`src/rtl/pipe_hazard_ctrl.sv`:
```
`default_nettype none
// ============================================================================
// Module      : pipe_hazard_ctrl
// Description : Hazard and sequencing controller for the rv32 5-stage pipeline.
//               It generates the hold and NOP-insert controls for the pipeline
//               registers and the PC from three sources, listed here from
//               highest to lowest priority:
//               data-memory wait / timeout, MA-resolved redirect, load-use
//               interlock.
// Revision    : 1.0 - initial release
// ----------------------------------------------------------------------------
// Parameters
//   MAX_WAIT         maximum consecutive MA wait cycles before TIMEOUT (2..255)
//   CNT_W            width of the saturating stall counter
// Ports
//   clk              clock, controller state updates on rising edge
//   resetn           synchronous active-low reset
//   i_id_inst        instruction in ID (0 = bubble)
//   i_ex_inst        instruction in EX
//   i_ma_inst        instruction in MA
//   i_redirect_ma    MA resolved a taken branch / JAL / JALR
//   i_dmem_ready     data memory completes the MA access this cycle
//   o_hold_pc        PC keeps its value
//   o_hold_if_id     IF_ID keeps its contents
//   o_hold_id_ex     ID_EX keeps its contents
//   o_hold_ex_ma     EX_MA keeps its contents
//   o_nop_if_id      IF_ID loads a bubble
//   o_nop_id_ex      ID_EX loads a bubble
//   o_nop_ex_ma      EX_MA loads a bubble
//   o_nop_ma_wb      MA_WB loads a bubble
//   o_redirect_pc    PC mux selects the MA target
//   o_mem_timeout    sticky data-memory timeout flag
//   o_stall_cnt      saturating count of cycles with o_hold_pc = 1
// ============================================================================
module pipe_hazard_ctrl #(
   parameter int MAX_WAIT = 16,
   parameter int CNT_W    = 32
) (
   input  logic             clk,
   input  logic             resetn,
   input  logic [31:0]      i_id_inst,
   input  logic [31:0]      i_ex_inst,
   input  logic [31:0]      i_ma_inst,
   input  logic             i_redirect_ma,
   input  logic             i_dmem_ready,
   output logic             o_hold_pc,
   output logic             o_hold_if_id,
   output logic             o_hold_id_ex,
   output logic             o_hold_ex_ma,
   output logic             o_nop_if_id,
   output logic             o_nop_id_ex,
   output logic             o_nop_ex_ma,
   output logic             o_nop_ma_wb,
   output logic             o_redirect_pc,
   output logic             o_mem_timeout,
   output logic [CNT_W-1:0] o_stall_cnt
);

   // Opcodes
   localparam logic [6:0] c_OP_LOAD   = 7'b0000011;
   localparam logic [6:0] c_OP_STORE  = 7'b0100011;
   localparam logic [6:0] c_OP_LUI    = 7'b0110111;
   localparam logic [6:0] c_OP_AUIPC  = 7'b0010111;
   localparam logic [6:0] c_OP_JAL    = 7'b1101111;
   localparam logic [6:0] c_OP_REG    = 7'b0110011;
   localparam logic [6:0] c_OP_BRANCH = 7'b1100011;

   // FSM encoding
   localparam logic [1:0] c_ST_RUN      = 2'd0;
   localparam logic [1:0] c_ST_MEM_WAIT = 2'd1;
   localparam logic [1:0] c_ST_TIMEOUT  = 2'd2;

   localparam logic [7:0] c_WAIT_LAST = 8'(MAX_WAIT - 1);

   logic [1:0]       r_state;
   logic [7:0]       r_wait_cnt;
   logic             r_mem_timeout;
   logic [CNT_W-1:0] r_stall_cnt;

   logic [1:0]       w_state_nxt;
   logic [7:0]       w_wait_nxt;
   logic             w_timeout_set;

   // ------------------------------------------------------------------------
   // Instruction decode
   // ------------------------------------------------------------------------
   logic [6:0] w_id_op;
   logic [6:0] w_ex_op;
   logic [6:0] w_ma_op;
   logic [4:0] w_rs1_id;
   logic [4:0] w_rs2_id;
   logic [4:0] w_rd_ex;
   logic       w_rs1_used;
   logic       w_rs2_used;
   logic       w_ex_load;
   logic       w_ma_mem;
   logic       w_mem_stall;
   logic       w_load_use;

   assign w_id_op  = i_id_inst[6:0];
   assign w_ex_op  = i_ex_inst[6:0];
   assign w_ma_op  = i_ma_inst[6:0];
   assign w_rs1_id = i_id_inst[19:15];
   assign w_rs2_id = i_id_inst[24:20];
   assign w_rd_ex  = i_ex_inst[11:7];

   assign w_rs1_used = !((w_id_op == c_OP_LUI) || (w_id_op == c_OP_AUIPC) ||
                         (w_id_op == c_OP_JAL));
   assign w_rs2_used = (w_id_op == c_OP_REG) || (w_id_op == c_OP_STORE) ||
                       (w_id_op == c_OP_BRANCH);

   assign w_ex_load = (w_ex_op == c_OP_LOAD);
   assign w_ma_mem  = (w_ma_op == c_OP_LOAD) || (w_ma_op == c_OP_STORE);

   // Once in TIMEOUT the memory is no longer waited on; TIMEOUT drives its
   // own hold pattern.
   assign w_mem_stall = w_ma_mem && !i_dmem_ready && (r_state != c_ST_TIMEOUT);

   // x0 as destination never creates a dependency.
   assign w_load_use = w_ex_load && (w_rd_ex != 5'd0) &&
                       ((w_rs1_used && (w_rs1_id == w_rd_ex)) ||
                        (w_rs2_used && (w_rs2_id == w_rd_ex)));

   // Instruction fields this controller does not decode.
   logic w_unused_bits;
   assign w_unused_bits = &{1'b0, i_id_inst[31:25], i_id_inst[14:7],
                            i_ex_inst[31:12], i_ma_inst[31:7]};

   // ------------------------------------------------------------------------
   // State register
   // ------------------------------------------------------------------------
   always_ff @(posedge clk) begin
      if (!resetn) begin
         r_state       <= c_ST_RUN;
         r_wait_cnt    <= 8'd0;
         r_mem_timeout <= 1'b0;
         r_stall_cnt   <= '0;
      end else begin
         r_state    <= w_state_nxt;
         r_wait_cnt <= w_wait_nxt;
         if (w_timeout_set) begin
            r_mem_timeout <= 1'b1;
         end
         if (o_hold_pc && (r_stall_cnt != {CNT_W{1'b1}})) begin
            r_stall_cnt <= r_stall_cnt + CNT_W'(1);
         end
      end
   end

   // ------------------------------------------------------------------------
   // Next-state logic
   // ------------------------------------------------------------------------
   always_comb begin
      w_state_nxt   = r_state;
      w_wait_nxt    = r_wait_cnt;
      w_timeout_set = 1'b0;
      case (r_state)
         c_ST_RUN: begin
            if (w_mem_stall) begin
               w_state_nxt = c_ST_MEM_WAIT;
               w_wait_nxt  = 8'd1;
            end
         end
         c_ST_MEM_WAIT: begin
            // r_wait_cnt counts stall cycles already completed, so the
            // MAX_WAIT-th consecutive stall cycle lands on c_WAIT_LAST.
            if (!w_mem_stall) begin
               w_state_nxt = c_ST_RUN;
               w_wait_nxt  = 8'd0;
            end else if (r_wait_cnt == c_WAIT_LAST) begin
               w_state_nxt   = c_ST_TIMEOUT;
               w_timeout_set = 1'b1;
            end else begin
               w_wait_nxt = r_wait_cnt + 8'd1;
            end
         end
         c_ST_TIMEOUT: begin
            w_state_nxt = c_ST_TIMEOUT;
         end
         default: begin
            w_state_nxt = c_ST_RUN;
            w_wait_nxt  = 8'd0;
         end
      endcase
   end

   // ------------------------------------------------------------------------
   // Output logic
   // ------------------------------------------------------------------------
   logic w_hold_pc;
   logic w_hold_if_id;
   logic w_hold_id_ex;
   logic w_hold_ex_ma;
   logic w_nop_if_id;
   logic w_nop_id_ex;
   logic w_nop_ex_ma;
   logic w_nop_ma_wb;
   logic w_redirect_pc;

   always_comb begin
      w_hold_pc     = 1'b0;
      w_hold_if_id  = 1'b0;
      w_hold_id_ex  = 1'b0;
      w_hold_ex_ma  = 1'b0;
      w_nop_if_id   = 1'b0;
      w_nop_id_ex   = 1'b0;
      w_nop_ex_ma   = 1'b0;
      w_nop_ma_wb   = 1'b0;
      w_redirect_pc = 1'b0;
      if (resetn) begin
         if ((r_state == c_ST_TIMEOUT) || w_mem_stall) begin
            // Freeze everything up to MA; a pending redirect re-presents
            // once MA completes.
            w_hold_pc    = 1'b1;
            w_hold_if_id = 1'b1;
            w_hold_id_ex = 1'b1;
            w_hold_ex_ma = 1'b1;
            w_nop_ma_wb  = 1'b1;
         end else if (i_redirect_ma) begin
            w_redirect_pc = 1'b1;
            w_nop_if_id   = 1'b1;
            w_nop_id_ex   = 1'b1;
            w_nop_ex_ma   = 1'b1;
         end else if (w_load_use) begin
            w_hold_pc    = 1'b1;
            w_hold_if_id = 1'b1;
            w_nop_id_ex  = 1'b1;
         end
      end
   end

   // A bubble request always wins over a hold on the same register.
   assign o_hold_pc     = w_hold_pc;
   assign o_hold_if_id  = w_hold_if_id & ~w_nop_if_id;
   assign o_hold_id_ex  = w_hold_id_ex & ~w_nop_id_ex;
   assign o_hold_ex_ma  = w_hold_ex_ma & ~w_nop_ex_ma;
   assign o_nop_if_id   = w_nop_if_id;
   assign o_nop_id_ex   = w_nop_id_ex;
   assign o_nop_ex_ma   = w_nop_ex_ma;
   assign o_nop_ma_wb   = w_nop_ma_wb;
   assign o_redirect_pc = w_redirect_pc;
   assign o_mem_timeout = r_mem_timeout;
   assign o_stall_cnt   = r_stall_cnt;

endmodule
`default_nettype wire

```
`config.mk`:
```
export PLATFORM = sky130hd
export DESIGN_NAME = pipe_hazard_ctrl
export DESIGN_NICKNAME = d
export VERILOG_FILES = /design/src/rtl/pipe_hazard_ctrl.sv
export SDC_FILE = /design/constraint.sdc
export NUM_CORES = 1
export LEC_CHECK = 0
export ABC_AREA = 1
export CAP_MARGIN = 10
export CORE_MARGIN = 4
export CORE_UTILIZATION = 30
export CTS_BUF_LIST = sky130_fd_sc_hd__clkbuf_2
export CTS_CLUSTER_DIAMETER = 120
export DETAILED_ROUTE_END_ITERATION = 10
export HOLD_SLACK_MARGIN = 0.1
export PLACE_DENSITY = 0.72
export SETUP_SLACK_MARGIN = 0.5
export SLEW_MARGIN = 20
export SYNTH_ARGS = -nofsm -noshare
export SYNTH_HDL_FRONTEND = slang
export SYNTH_SLANG_ARGS = --single-unit
```
`constraint.sdc`:
```
create_clock -name clk -period 2.4 [get_ports clk]
set_input_delay 0.48 -clock clk [delete_from_list [all_inputs] [get_ports clk]]
set_output_delay 0.48 -clock clk [all_outputs]
set_load 0.005 [all_outputs]
```
==> results.json, run 1 <==
{
  "synth_seq_cells": 43,
  "drt_iter0_markers": 226,
  "crit_family": "simple AND/OR/NAND/NOR gates",
  "core_area_mm2": 0.009371,
  "worstSetupPathDepth": 9,
  "cp_num_buf_inv": 4,
  "outcome": "completed",
  "intPower_mw": 0.8310,
  "finalHoldViolCount": 0,
  "grt_busiest_layer": "met2",
  "layout_commonest_cell": "nand2_1",
  "netlist_area_mm2": 0.002924,
  "worstMarginPinSlew_ns": 0.3781,
  "critPathArrivalTime_ns": 1.52,
  "final_cell_area_mm2": 0.004596,
  "cts_root_buf": "clkbuf_2",
  "cts_tree": "done",
  "clockBufferDepth": 2,
  "seqPwrFrac_pct": 60.1,
  "grt_pass1_wl_um": 15310,
  "syn-num-nets": 584,
  "place_hpwl_um": 7098,
  "grtUsageMet1_pct": 21.06,
  "crit_required_ns": 1.92,
  "yosysSeqAreaShare_pct": 29.44,
  "via_count": 3522,
  "reg2reg_depth": 9,
  "yosysUniqueCellTypes": 26,
  "numCtsBuffers": 5,
  "path_class": "in2out",
  "grt_max_degree": 35,
  "die_width_um": 106.7,
  "cpMaxStageDelayCell": "or2_4",
  "clock_latency_ns": 0.42,
  "clk_pin_slew_ns": 0.24,
  "rsz0062_at_grt": "true",
  "timing.fmax_ghz": 0.5010,
  "ys_warn_count": 0,
  "final_cell_mix": "nand2_1, nor2_1, nand3_1",
  "switching_share_pct": 28.02,
  "fillers": 955,
  "num_rows": 35,
  "wl_um": 10210,
  "critPathCaptureType": "output port",
  "p_comb_share_pct": 11.5,
  "hold_depth": 2,
  "crit_path_start_kind": "input port",
  "fin_skew_ns": 0.01910,
  "dr.pass1.iters": 5,
  "post_drt_wl_per_cell_um": 14.08,
  "critPathMaxStageDelay_ns": 0.25,
  "final_cells": 725,
  "leakage_nw": 1.747,
  "min_period_over_period_pct": 83.17,
  "min_period_ns": 1.996,
  "fin_ws_ns": 0.4040,
  "antenna_found_initial": 0,
  "p_per_area_mw_per_mm2": 251.2,
  "die_area_mm2": 0.01139,
  "path_max_fanout": 2,
  "vias_per_cell": 4.858,
  "htreeDepth": 2,
  "gp_congestion": 0.9101,
  "syn2layout_area_growth_pct": 57.17,
  "dpl_cell_area_mm2": 0.003943,
  "rrSetupSlack_ns": 0.48,
  "path_cells": "buf_2 -> or2_4 -> nor3_4 -> nor2_4 -> nor2_4 -> buf_6 -> inv_4 -> nand2_4 -> buf_6",
  "drv_cap": 0,
  "clock-sinks": 43,
  "drive_above_1_share_pct": 33.05,
  "peakVddDrop_uv": 159.2,
  "antenna_cells": 0,
  "first_global_vias": 3239,
  "final_nets": 697,
  "slew_headroom_pct": 74.60,
  "avgSynthCellArea_um2": 6.067,
  "initial_utilization_pct": 31.20,
  "hold_class": "reg2reg",
  "ant_nets": 0,
  "setup_violations": 0,
  "synthCells": 482,
  "timing.hold.ws_ns": 0.4708,
  "io_buffer_count": 80,
  "ctsHoldBuffers": 0,
  "grt.overflow.total": 0,
  "dp.cells": 695,
  "drc": 0,
  "ios": 142,
  "met3_usage_pct": 1.866,
  "maxSlewViolCount": 0,
  "clockPowerShare_pct": 28.4,
  "track_usage_pct": 16.30,
  "use_met2_pct": 29.05,
  "switchingPower_mw": 0.3235,
  "die_h_um": 106.7,
  "final_util_pct": 49.04,
  "dpl_worst_slack_ns": -0.3506
}
[flip-flops by register name, indices dropped and copies added, names as in the netlist]
| name | cells |
|---|---|
| o_stall_cnt | 32 |
| r_wait_cnt | 8 |
| r_state | 2 |
| o_mem_timeout | 1 |
[through the flow]
| stage | power, mW | TNS (ns) |
|---|---|---|
| 2_1_floorplan | 0.7759 | 0 |
| 6_report | 1.154 | 0 |
| 5_1_grt | 1.200 | 0 |
| 3_5_place_dp | 0.8679 | -10.38 |
| 3_3_place_gp | 0.8646 | -7.951 |
| 4_1_cts | 1.166 | 0 |
[per-layer routing]
metal | wire length (um) | vias up
met5 | 0 | -
met4 | 123 | 0
met3 | 533 | 15
met2 | 5302 | 110
met1 | 4253 | 1617
li1 | - | 1780
[cells in the mapped netlist]
master	instances	area share [%]
a211oi_1	1	0.26
a21oi_1	40	6.8
buf_2	5	0.86
buf_4	4	1.0
buf_6	2	0.77
clkbuf_1	5	0.64
dfxtp_1	43	29
ha_1	2	0.86
inv_1	38	4.9
inv_2	1	0.13
nand2_1	147	19
nand2_2	2	0.43
nand2_4	1	0.39
nand3_1	50	8.6
nand3_2	1	0.34
nand3b_1	4	1.0
nand4_1	6	1.3
nor2_1	73	9.4
nor2_2	2	0.43
nor3_1	14	2.4
nor3_2	2	0.68
nor3b_1	1	0.26
o21ai_0	8	1.4
or2_1	1	0.21
xnor2_1	10	3.0
xor2_1	19	5.7
[cells by family (layout without fill, tap and decap cells)]
| logic type | count (synthesis) | after routing | synth area share [%] |
|---|---|---|---|
| AND/OR/NAND/NOR | 304 | 304 | 44.25 |
| flip-flops | 43 | 43 | 29.44 |
| adder cells (fa/ha/maj) | 2 | 2 | 0.8557 |
| XOR/XNOR | 29 | 29 | 8.686 |
| AO/OA/AOI/OAI | 49 | 49 | 8.472 |
| buffers and inverters | 55 | 169 | 8.301 |
[cell type report]
class	instances	area (um2)	share of cell area (%)
Timing Repair Buffer	122	1122	24.42
Tap cell	129	161.4	3.512
Inverter	39	148.9	3.240
Clock inverter	2	12.51	0.2723
Multi-Input combinational cell	384	2165	47.10
Clock buffer	6	30.03	0.6534
Sequential cell	43	955.9	20.80
[worst register-to-register path, delay by kind of cell, from the launching register on]
family          cells  cell delay, ns
simple gates        7            1.05
buf+inv             1            0.18
compound gates      1            0.17
flops               1            0.45
[power by group through the flow]
stage          clock network [mW]  registers [mW]  logic (mW)
6_report                    0.328           0.693       0.133
4_1_cts                     0.328           0.715       0.123
2_1_floorplan                   0           0.730      0.0455
3_3_place_gp                    0           0.730       0.134
5_1_grt                     0.359           0.694       0.147
3_5_place_dp                    0           0.730       0.138
[path summary, 6_finish.rpt]
| check | to | startpoint |
|---|---|---|
| max reg2reg | o_stall_cnt[8] | o_stall_cnt[15] |
| min reg2reg | o_mem_timeout | o_mem_timeout |
| max | o_hold_pc | i_ma_inst[4] |
| min | o_mem_timeout | o_mem_timeout |
[what timing repair did]
action,in CTS,in global routing
setup buffers,11,8
resized for setup,187,119
endpoints found under the setup margin,70,68
gates cloned,2,1
pin swaps,37,39
No activity file was read; power rests on OpenSTA's default activity.
==> run 2, diff against run 1 <==
clock period = 1.9 ns   (was 2.4 ns; I/O delays follow)
==> run 2 against run 1 <==
- the run now ends with negative setup slack left
- utilization increased by 12 points
- register-to-register slack got worse by 0.47 ns
- first-iteration DRC count decreased by 2.7%
- setup slack got worse by 0.45 ns
- critical endpoint is now r_wait_cnt[7]
- sequential share of layout area decreased by 4.2 points
- clock skew increased by 0.0066 ns
- critical path depth increased by 10
- sequential power increased by 26%
- die area unchanged
- clock power increased by 31%
- highest routed layer unchanged
- flip-flop and latch count unchanged
==> results.json, run 2 (synthesized netlist as in run 1, its figures left out) <==
{
  "gp_congestion": 0.9418,
  "intPower_mw": 1.054,
  "dr.pass1.iters": 5,
  "hold_depth": 2,
  "rsz0062_at_grt": "true",
  "ant_nets": 0,
  "worstMarginPinSlew_ns": 0.3762,
  "outcome": "finished, violations left",
  "htreeDepth": 2,
  "drt_iter0_markers": 220,
  "die_h_um": 106.7,
  "hold_class": "reg2reg",
  "fin_ws_ns": -0.04525,
  "track_usage_pct": 21.61,
  "dpl_worst_slack_ns": -0.6035,
  "finalHoldViolCount": 0,
  "clockPowerShare_pct": 29.0,
  "drive_above_1_share_pct": 52.32,
  "grt_pass1_wl_um": 20100,
  "cts_root_buf": "clkbuf_2",
  "grt.overflow.total": 0,
  "crit_required_ns": 2.25,
  "antenna_cells": 0,
  "layout_commonest_cell": "nand2_1",
  "crit_path_start_kind": "input port",
  "drc": 0,
  "timing.fmax_ghz": 0.5141,
  "post_drt_wl_per_cell_um": 15.82,
  "grt_max_degree": 35,
  "p_comb_share_pct": 11.9,
  "leakage_nw": 2.323,
  "seqPwrFrac_pct": 59.1,
  "p_per_area_mw_per_mm2": 257.1,
  "final_util_pct": 61.43,
  "clock_latency_ns": 0.44,
  "critPathCaptureType": "register",
  "switchingPower_mw": 0.4255,
  "switching_share_pct": 28.75,
  "critPathArrivalTime_ns": 2.29,
  "ios": 142,
  "setup_violations": 5,
  "final_nets": 770,
  "ctsHoldBuffers": 0,
  "largest_register_ffs": 32,
  "path_class": "in2reg",
  "core_area_mm2": 0.009371,
  "clock-sinks": 43,
  "numCtsBuffers": 5,
  "syn2layout_area_growth_pct": 96.88,
  "clockBufferDepth": 2,
  "wl_um": 12620,
  "die_width_um": 106.7,
  "io_buffer_count": 80,
  "place_hpwl_um": 7241,
  "slew_headroom_pct": 74.72,
  "peakVddDrop_uv": 158.1,
  "maxSlewViolCount": 0,
  "fin_skew_ns": 0.02571,
  "cts_tree": "done",
  "final_cell_mix": "nand2_1, buf_6, buf_4",
  "first_global_vias": 4250,
  "via_count": 4073,
  "clk_pin_slew_ns": 0.22,
  "drv_cap": 0,
  "antenna_found_initial": 0,
  "path_max_fanout": 5,
  "initial_utilization_pct": 31.20,
  "min_period_ns": 1.945,
  "num_rows": 35,
  "reg2reg_depth": 13,
  "min_period_over_period_pct": 102.4,
  "failed_checks": "negative setup slack",
  "vias_per_cell": 5.104,
  "die_area_mm2": 0.01139
}
run 2: cell count changes in the layout (fill, tap and decap cells not counted), sizes merged:
cell	previous run	this run
buf	65	161
clkbuf	12	8
clkdlybuf4s15	6	10
clkdlybuf4s50	30	2
dlygate4sd2	12	20
dlymetal6s2s	3	0
run 2: worst max-delay path, stage by stage:
cell,delay [ns]
buf_6,0.09
or2_1,0.23
nor3_2,0.21
buf_4,0.14
buf_6,0.08
buf_6,0.08
buf_6,0.08
buf_6,0.08
buf_6,0.08
buf_6,0.08
buf_6,0.08
buf_6,0.11
nand2_8,0.06
nand2_4,0.06
nand2_4,0.07
buf_6,0.14
nor2_4,0.09
xnor2_2,0.11
nor2_1,0.05
run 2: path summary, 6_finish.rpt:
path              slack, ns           start              to
setup / recovery      -0.05    i_ma_inst[2]   r_wait_cnt[7]
hold reg to reg        0.46   o_mem_timeout   o_mem_timeout
setup reg to reg       0.01  o_stall_cnt[1]  o_stall_cnt[1]
hold / removal         0.46   o_mem_timeout   o_mem_timeout
run 2: stage by stage:
step	instances	TNS [ns]	total power, mW	cell area [um2]	hold WS, ns
floorplan	482	0	0.9824	3005	0.4466
global placement	707	-23.95	1.088	4093	0.4422
detailed placement	707	-25.69	1.093	4093	0.4451
CTS	789	-0.02192	1.484	5390	0.4679
global route	798	-2.458	1.544	5757	0.4874
finish	798	-0.09696	1.480	5757	0.4610
run 2: per-layer routing:
layer / wire (um) / share of wire, % / global-route usage, %
met1: 4790 / 38 / 24.29
met2: 6616 / 52 / 39.43
met3: 763 / 6.0 / 3.913
met4: 451 / 3.6 / 9.772
met5: 0 / 0 / 0
run 2: power groups by stage:
stage	combinational [mW]	sequential, mW	clock [mW]
2_1_floorplan	0.0597	0.923	0
3_3_place_gp	0.166	0.923	0
3_5_place_dp	0.170	0.923	0
4_1_cts	0.166	0.878	0.441
5_1_grt	0.191	0.876	0.477
6_report	0.176	0.875	0.430
run 2: cell type report:
class	instances	area [um2]
Clock buffer	6	30.03
Clock inverter	2	12.51
Fill cell	735	3615
Inverter	39	156.4
Multi-Input combinational cell	384	2544
Sequential cell	43	958.4
Tap cell	129	161.4
Timing Repair Buffer	195	1894
run 2: what timing repair did:
action                                  4_1_cts  5_1_grt
gates resized for setup                     459       76
buffers inserted                             69        9
gates cloned                                  5        0
pin swaps                                    72       47
endpoints found under the setup margin       84       72
